[src/rtl/data_mem_port.sv]
// -----------------------------------------------------------------------------
// data_mem_port
//
// Single-outstanding data memory port between a core's load/store unit and a
// simple valid/ready memory bus. One request is accepted in IDLE, issued on the
// bus in BUS (bounded by a wait-cycle timeout), and answered with a one-cycle
// response strobe in RESP. Byte-enable patterns that do not match a naturally
// aligned byte, halfword or word are answered with an error and no bus cycle.
//
// Parameters
//   TIMEOUT_CYCLES  max BUS cycles without bus_ready before abort (2..255)
//
// Ports
//   clk, reset                       clock, async active-high reset
//   req_valid/req_ready              core request handshake (ready only in IDLE)
//   req_write, req_addr, req_wdata,
//   req_byte_en                      request attributes
//   rsp_valid, rsp_rdata, rsp_error  one-cycle response, data/error held after
//   bus_valid, bus_write, bus_addr,
//   bus_wdata, bus_be                memory-side request (word-aligned address)
//   bus_ready, bus_rdata             memory completion and load data
// -----------------------------------------------------------------------------
module data_mem_port #(
  parameter int unsigned TIMEOUT_CYCLES = 16
) (
  input  logic        clk,
  input  logic        reset,
  input  logic        req_valid,
  output logic        req_ready,
  input  logic        req_write,
  input  logic [31:0] req_addr,
  input  logic [31:0] req_wdata,
  input  logic [3:0]  req_byte_en,
  output logic        rsp_valid,
  output logic [31:0] rsp_rdata,
  output logic        rsp_error,
  output logic        bus_valid,
  output logic        bus_write,
  output logic [31:0] bus_addr,
  output logic [31:0] bus_wdata,
  output logic [3:0]  bus_be,
  input  logic        bus_ready,
  input  logic [31:0] bus_rdata
);

  typedef enum logic [1:0] {
    S_IDLE = 2'd0,
    S_BUS  = 2'd1,
    S_RESP = 2'd2
  } state_t;

  localparam logic [7:0] WAIT_LAST = 8'(TIMEOUT_CYCLES - 1);

  state_t      state, state_next;
  logic [7:0]  wait_cnt;
  logic        r_write;
  logic [29:0] r_addr_word;
  logic [31:0] r_wdata;
  logic [3:0]  r_be;
  logic [31:0] rsp_rdata_q;
  logic        rsp_error_q;

  logic        accept;
  logic        be_ok;
  logic        bus_done;
  logic        bus_timeout;

  // Only naturally aligned byte, halfword and word lane patterns are legal.
  function automatic logic be_legal(input logic [3:0] be);
    case (be)
      4'b0001, 4'b0010, 4'b0100, 4'b1000,
      4'b0011, 4'b1100, 4'b1111: return 1'b1;
      default:                   return 1'b0;
    endcase
  endfunction

  assign accept      = (state == S_IDLE) && req_valid;
  assign be_ok       = be_legal(req_byte_en);
  // bus_ready wins over the timeout when both land in the same cycle.
  assign bus_done    = (state == S_BUS) && bus_ready;
  assign bus_timeout = (state == S_BUS) && !bus_ready && (wait_cnt == WAIT_LAST);

  // NOTE: sequential state is updated with non-blocking assignments so every
  // register samples the pre-edge values of its neighbours.
  always_ff @(posedge clk or posedge reset) begin
    if (reset) begin
      state <= S_IDLE;
    end else begin
      state <= state_next;
    end
  end

  // NOTE: state_next gets a default before the case so no path leaves it
  // unassigned, which would otherwise infer a latch.
  always_comb begin
    state_next = state;
    case (state)
      S_IDLE: if (accept) state_next = be_ok ? S_BUS : S_RESP;
      S_BUS:  if (bus_done || bus_timeout) state_next = S_RESP;
      S_RESP: state_next = S_IDLE;
      default: state_next = S_IDLE;
    endcase
  end

  // NOTE: the request and response registers are reset (not left to power-up
  // values) because they drive module outputs that must read 0 during reset.
  always_ff @(posedge clk or posedge reset) begin
    if (reset) begin
      wait_cnt    <= 8'd0;
      r_write     <= 1'b0;
      r_addr_word <= 30'd0;
      r_wdata     <= 32'd0;
      r_be        <= 4'd0;
      rsp_rdata_q <= 32'd0;
      rsp_error_q <= 1'b0;
    end else begin
      case (state)
        S_IDLE: begin
          if (accept) begin
            r_write     <= req_write;
            r_addr_word <= req_addr[31:2];
            r_wdata     <= req_wdata;
            r_be        <= req_byte_en;
            wait_cnt    <= 8'd0;
            // Illegal lanes skip the bus; the response is known right now.
            if (!be_ok) begin
              rsp_rdata_q <= 32'd0;
              rsp_error_q <= 1'b1;
            end
          end
        end
        S_BUS: begin
          if (bus_done) begin
            rsp_rdata_q <= r_write ? 32'd0 : bus_rdata;
            rsp_error_q <= 1'b0;
          end else if (bus_timeout) begin
            rsp_rdata_q <= 32'd0;
            rsp_error_q <= 1'b1;
          end else begin
            wait_cnt <= wait_cnt + 8'd1;
          end
        end
        default: ;
      endcase
    end
  end

  // req_ready is also gated by reset so it reads 0 while reset is held.
  assign req_ready = (state == S_IDLE) && !reset;
  assign bus_valid = (state == S_BUS);
  assign bus_write = r_write;
  assign bus_addr  = {r_addr_word, 2'b00};
  assign bus_wdata = r_wdata;
  assign bus_be    = r_be;
  assign rsp_valid = (state == S_RESP);
  assign rsp_rdata = rsp_rdata_q;
  assign rsp_error = rsp_error_q;

endmodule

[config.mk]
export PLATFORM = sky130hd
export DESIGN_NAME = data_mem_port
export DESIGN_NICKNAME = d
export VERILOG_FILES = /design/src/rtl/data_mem_port.sv
export SDC_FILE = /design/constraint.sdc
export NUM_CORES = 1
export LEC_CHECK = 0
export BUFFER_PORTS_ARGS = -buffer_cell sky130_fd_sc_hd__buf_4
export CORE_ASPECT_RATIO = 1.2
export CORE_MARGIN = 4
export CORE_UTILIZATION = 30
export DETAILED_ROUTE_END_ITERATION = 12
export PLACE_DENSITY = 0.58
export SETUP_SLACK_MARGIN = 0.1
export SYNTH_ARGS = -nofsm -noshare
export SYNTH_HDL_FRONTEND = slang
export SYNTH_SLANG_ARGS = --single-unit
export TNS_END_PERCENT = 50
[constraint.sdc]
create_clock -name clk -period 4.1 [get_ports clk]
set_clock_uncertainty 0.05 [all_clocks]
set_input_delay 0.615 -clock clk [delete_from_list [all_inputs] [get_ports clk]]
set_output_delay 0.615 -clock clk [all_outputs]
set_load 0.05 [all_outputs]
==> results.txt, run 1 <==
Gate power share -> 0.553
Congestion Overflow GR -> 0
Detailed-route DRC error count -> 0
Gr usage total -> 0.148
Detailed Routing Iterations Pass 1 -> 4
Setup bufs post-CTS -> 0
Clock slew seen by the registers of the worst setup and hold paths -> 70 ps
Total power -> 6.23 mW
FMAX -> 0.399 GHz
Dominant cell type by area after synthesis -> dfrtp_1
Crit Path Max Fanout -> 39
Avg WL per Cell -> 14.4 microns
Run status -> finished, final reports clean
CTS sink cnt -> 110
Slew Limit Fails -> 0
Final hold violations -> 0
Period utilisation layout -> 0.612
RePlAce Congestion -> 0.742
CTS max path bufs -> 2
Sequential-to-total area share from yosys stat -> 0.578
Reg2Reg Capture Point -> wait_cnt[2]
Dpl ws -> 1580 ps
Switching Fraction -> 0.512
Slowest cell on crit path -> and2_2
Post-synth top flop -> dfrtp_1
Initial Util -> 0.306
Global-route wire length before repair -> 21.6 mm
Setup Total Neg Slack -> 0 ps
Fraction of layout cells with a size suffix above 1 -> 0.335
Initial antenna violation count -> 0
Crit path kind -> register to register
Crit end category -> register
Worst path top cell family by delay -> buffers and inverters
Number of primary I/O pins -> 210
Gates resized, CTS repair -> 0
Gate Count Post-Synth -> 526
Area contributors post-synth -> dfrtp_1 (58%), nand2_1 (18%), o211ai_1 (5.0%)
Pwr per Cell Area -> 920 nW/um^2
Slew headroom -> 0.176
Crit path to -> wait_cnt[2]
Vias in the first global route -> 4,239
Hold slack final -> 398 ps
Most frequent cells in the layout -> nand2_1 (226), buf_4 (211), dfrtp_1 (110)
Startpoint types -> register
Reg2reg setup slack -> 1590 ps
Req. time, crit path -> 4280 ps
Placed Cells -> 912
Clk Latency, worst-skew pair -> 350 ps
P_int -> 3.04 mW
Pleak -> 3.47 nW
FP Rows -> 50
Synthesis Warnings -> 0
CTS Hold Buffers Added -> 0
Post-Route WL -> 13.4 mm
Min setup slack post-route -> 1590 ps
Endpoints failing setup -> 0
Final HPWL DP -> 9.34 mm
RSZ-0062 raised after global routing -> no
Worst-margin pin slew -> 1240 ps
Die ar. -> 18,000 sq um
Htree depth -> 3
Synth Register Bits -> 110
Min Tclk post-route -> 2510 ps
Top cell type's share of synthesized area -> 0.578
Clock root cell -> clkbuf_16
P_sw -> 3.19 mW
Post-route ant nets -> 0
Largest net degree at the start of global routing -> 89
Total vias in the final route -> 4,231
1st-iter DRT viols -> 299
CP arrival -> 2690 ps
Sequential share of power -> 0.299
FFs w/ async S/R, synth -> 1.00
Type of the tightest min-delay check -> input pin to register
IO Port Bufs -> 205
Core area -> 15,600 sq um
FF-to-FF Start -> state[0]
Commonest non-fill, non-tap cell in the layout -> nand2_1
Max incr delay on CP -> 590 ps
Clk pwr share -> 0.148
Max VDD drop -> 0.000453 V
Worst Path Buf+Inv -> 2
WHS Path Cells -> 3
EDFF count, synth -> 0
Cells on worst reg2reg path -> 6
Syn Std Cell Area -> 4760 sq um
Final nets -> 821
# diodes -> 0
Crit. path cell count -> 6
Die height -> 146 microns
Crit path from -> state[0]
CTS tree -> built
Most frequent cell on the critical path -> buf_4
CTS buffer count -> 9
Unique masters post-synth -> 37
Max-cap violations -> 0
Syn avg cell area -> 9.05 sq um
Layout area overhead -> 42.3%
CP Cell Sequence -> nor2_2, buf_4, and2_2, buf_4, mux2_2, mux2i_1
Die X -> 123 microns
Fin cells -> 928
Vias per cell -> 4.56
-- area by class of cell --
| type | instances | area (sq um) |
|---|---|---|
| Clock buffer | 11 | 253 |
| Timing Repair Buffer | 211 | 1580 |
| Sequential cell | 110 | 2750 |
| Inverter | 35 | 134 |
| Tap cell | 208 | 260 |
| Multi-Input combinational cell | 348 | 1730 |
| Clock inverter | 5 | 63.8 |
| Fill cell | 1540 | 8800 |
-- synth_stat cells (2+ instances only) --
library cell  instances
a21oi_1               4
buf_2                14
buf_4                 6
clkbuf_1             13
dfrtp_1             110
inv_1                35
mux2_2                5
mux2i_1               4
nand2_1             227
nand3_1               8
nand4_1              34
nor2_1                2
nor2b_1               2
nor3_1                4
o211ai_1             32
o21ai_0               4
xor2_1                2
-- worst min path at each step --
stage                 endpoint       startpoint  slack, ps
6_report         bus_wdata[10]    req_wdata[10]        400
3_3_place_gp   r_addr_word[26]  r_addr_word[26]        410
3_5_place_dp   r_addr_word[18]  r_addr_word[18]        410
5_1_grt          bus_wdata[10]    req_wdata[10]        380
2_1_floorplan      wait_cnt[2]      wait_cnt[2]        430
4_1_cts          bus_wdata[10]    req_wdata[10]        380
-- registers in the layout (all words and copies together) (netlist names) --
signal / flops
bus_be: 4
bus_wdata: 32
bus_write: 1
r_addr_word: 30
rsp_error: 1
rsp_rdata: 32
state: 2
wait_cnt: 8
-- worst register-to-register path, stage by stage, from the launching register on --
cell and delay, ps:
dfrtp_1 450, nor2_2 130, buf_4 370, and2_2 600
buf_4 490, mux2_2 240, mux2i_1 60
-- cell families (layout without fill, tap and decap cells) --
kind of cell	count (synthesis)	count (layout)	synth area share
DFF	110	110	0.578
buffers and inverters	69	262	0.0644
adders and majority gates	1	1	0.00263
xor gates and xnor gates	2	2	0.00368
AOI/OAI and AO/OA	46	46	0.0694
muxes	9	9	0.0202
and+or+nand+nor	288	288	0.261
other	1	2	0.000788
-- stage by stage --
step | utilization | instance area, sq um
floorplan | - | 4760
global placement | 0.415 | 6460
detailed placement | 0.415 | 6460
CTS | 0.435 | 6770
global route | 0.435 | 6770
finish | 0.435 | 6770
-- routing by layer --
layer,wire (microns),GRT usage,up-vias
li1,-,-,2086
met1,5720,0.186,1995
met2,6450,0.246,137
met3,1010,0.0334,13
met4,218,0.0554,0
met5,0,0,-
-- power by group through the flow --
stage / registers [mW] / logic [mW] / clock network [mW]
floorplan: 3.38 / 0.847 / 0
global placement: 1.86 / 3.44 / 0
detailed placement: 1.88 / 3.48 / 0
CTS: 1.87 / 3.48 / 0.962
global route: 1.93 / 3.66 / 1.01
finish: 1.86 / 3.44 / 0.923
(Power assumes the default switching activity.)
==> inputs of run 2 (changes only) <==
PLACE_DENSITY = 0.6   (was 0.58)
clock period = 2.1 ns   (was 4.1 ns; I/O delays follow)
==> run 2 against run 1 <==
Clock power increased by 90%. Power increased by 96%. Wire length increased by 1.1%. Clock-buffer cell count decreased by 1. Register-to-register slack got worse by 1400 ps. Sequential power increased by 96%. Combinational power increased by 97%. Sequential cell count unchanged. Core utilization increased by 0.88 points. Global-route usage increased by 0.080 points. Highest routed layer unchanged. Largest cell class unchanged.
==> results.txt, run 2 (synthesized netlist as in run 1, its figures left out) <==
CTS max path bufs -> 2
Vias per cell -> 4.59
Final hold violations -> 0
Crit end category -> output port
Req. time, crit path -> 1740 ps
Die X -> 123 microns
Clock root cell -> clkbuf_16
CTS tree -> built
IO Port Bufs -> 205
Global-route wire length before repair -> 21.7 mm
CP arrival -> 1490 ps
Detailed-route DRC error count -> 0
Slew Limit Fails -> 0
Pwr per Cell Area -> 1760 nW/um^2
CTS sink cnt -> 110
Max-cap violations -> 0
Congestion Overflow GR -> 0
Initial antenna violation count -> 0
Post-Route WL -> 13.5 mm
Worst-margin pin slew -> 534 ps
FMAX -> 0.538 GHz
Largest net degree at the start of global routing -> 58
Type of the tightest min-delay check -> input pin to register
Commonest non-fill, non-tap cell in the layout -> nand2_1
Gr usage total -> 0.149
Htree depth -> 3
Number of primary I/O pins -> 210
Period utilisation layout -> 0.885
Slew headroom -> 0.644
FF-to-FF Start -> wait_cnt[0]
1st-iter DRT viols -> 207
Fraction of layout cells with a size suffix above 1 -> 0.348
Crit path from -> state[1]
Crit Path Max Fanout -> 7
Core area -> 15,600 sq um
RSZ-0062 raised after global routing -> no
Fill cell count -> 1,524
CTS buffer count -> 9
Detailed Routing Iterations Pass 1 -> 4
Setup Total Neg Slack -> 0 ps
Clk Latency, worst-skew pair -> 350 ps
Max VDD drop -> 0.000846 V
Final nets -> 834
Most frequent cells in the layout -> nand2_1 (226), buf_4 (220), dfrtp_1 (110)
Post-route ant nets -> 0
Endpoints failing setup -> 0
Pleak -> 3.52 nW
Total vias in the final route -> 4,322
Run status -> finished, final reports clean
Initial Util -> 0.306
Startpoint types -> register
Vias in the first global route -> 4,506
Die height -> 146 microns
FP Rows -> 50
RePlAce Congestion -> 0.726
Layout area overhead -> 45.2%
Min Tclk post-route -> 1860 ps
Final HPWL DP -> 9.72 mm
Clock slew seen by the registers of the worst setup and hold paths -> 70 ps
# diodes -> 0
Total power -> 12.2 mW
Die ar. -> 18,000 sq um
Crit path kind -> register to output port
Hold path startpoint -> req_wdata[27]
Avg WL per Cell -> 14.4 microns
[run 2: worst paths after layout]
path / end / slack [ps] / depth (start not counted)
hold / removal: bus_wdata[27] / 100 / 3
setup reg to reg: wait_cnt[7] / 240 / 5
min in group asynchronous: bus_be[0] / 510 / 3
hold reg to reg: r_addr_word[20] / 430 / 2
max in group asynchronous: wait_cnt[7] / 850 / 4
setup / recovery: bus_valid / 240 / 4
[run 2: layout make-up]
type                       instances  area, sq um  area share
clock buffer                      10          239      0.0346
clock inverter                     6         71.3      0.0103
inverter                          35          135      0.0196
multi-input combinational        349         1750       0.253
sequential                       110         2750       0.398
tap                              208          260      0.0377
timing repair buffer             223         1700       0.246
[run 2: where the power goes]
| group | internal [mW] | switching [mW] | leakage (nW) |
|---|---|---|---|
| Clock | 0.964 | 0.789 | 0.145 |
| Combinational | 1.97 | 4.82 | 1.99 |
| Sequential | 3.03 | 0.612 | 1.39 |
| Total | 5.96 | 6.22 | 3.52 |
[run 2: metrics by stage]
| stage | instance area (sq um) | setup WS [ps] | hold WS, ps | utilization | cells |
|---|---|---|---|---|---|
| after floorplan | 4770 | 204 | 370 | - | 527 |
| after global placement | 6540 | 144 | 320 | 0.420 | 920 |
| after detailed placement | 6540 | 126 | 329 | 0.420 | 920 |
| after CTS | 6860 | 109 | 85.3 | 0.441 | 937 |
| after global routing | 6910 | 143 | 86.7 | 0.444 | 941 |
| final | 6910 | 241 | 104 | 0.444 | 941 |
[run 2: layer usage]
layer | track usage | vias up | routed length, microns
met5 | 0 | - | 0
met2 | 0.243 | 150 | 6370
met4 | 0.0443 | 0 | 227
met3 | 0.0603 | 14 | 1330
met1 | 0.180 | 2048 | 5610
li1 | - | 2110 | -
[run 2: what timing repair did]
item / 4_1_cts / 5_1_grt
hold endpoints to repair: 17 / 0
resized for setup: 0 / 4
buffers inserted: 0 / 3
endpoints found under the setup margin: 0 / 2
hold buffers: 1 / 0
[run 2: worst max-delay path, cell delays in order (launching register included)]
cell and delay, ps:
dfrtp_1 460, nand2b_1 220, buf_4 180, inv_1 80
buf_4 200
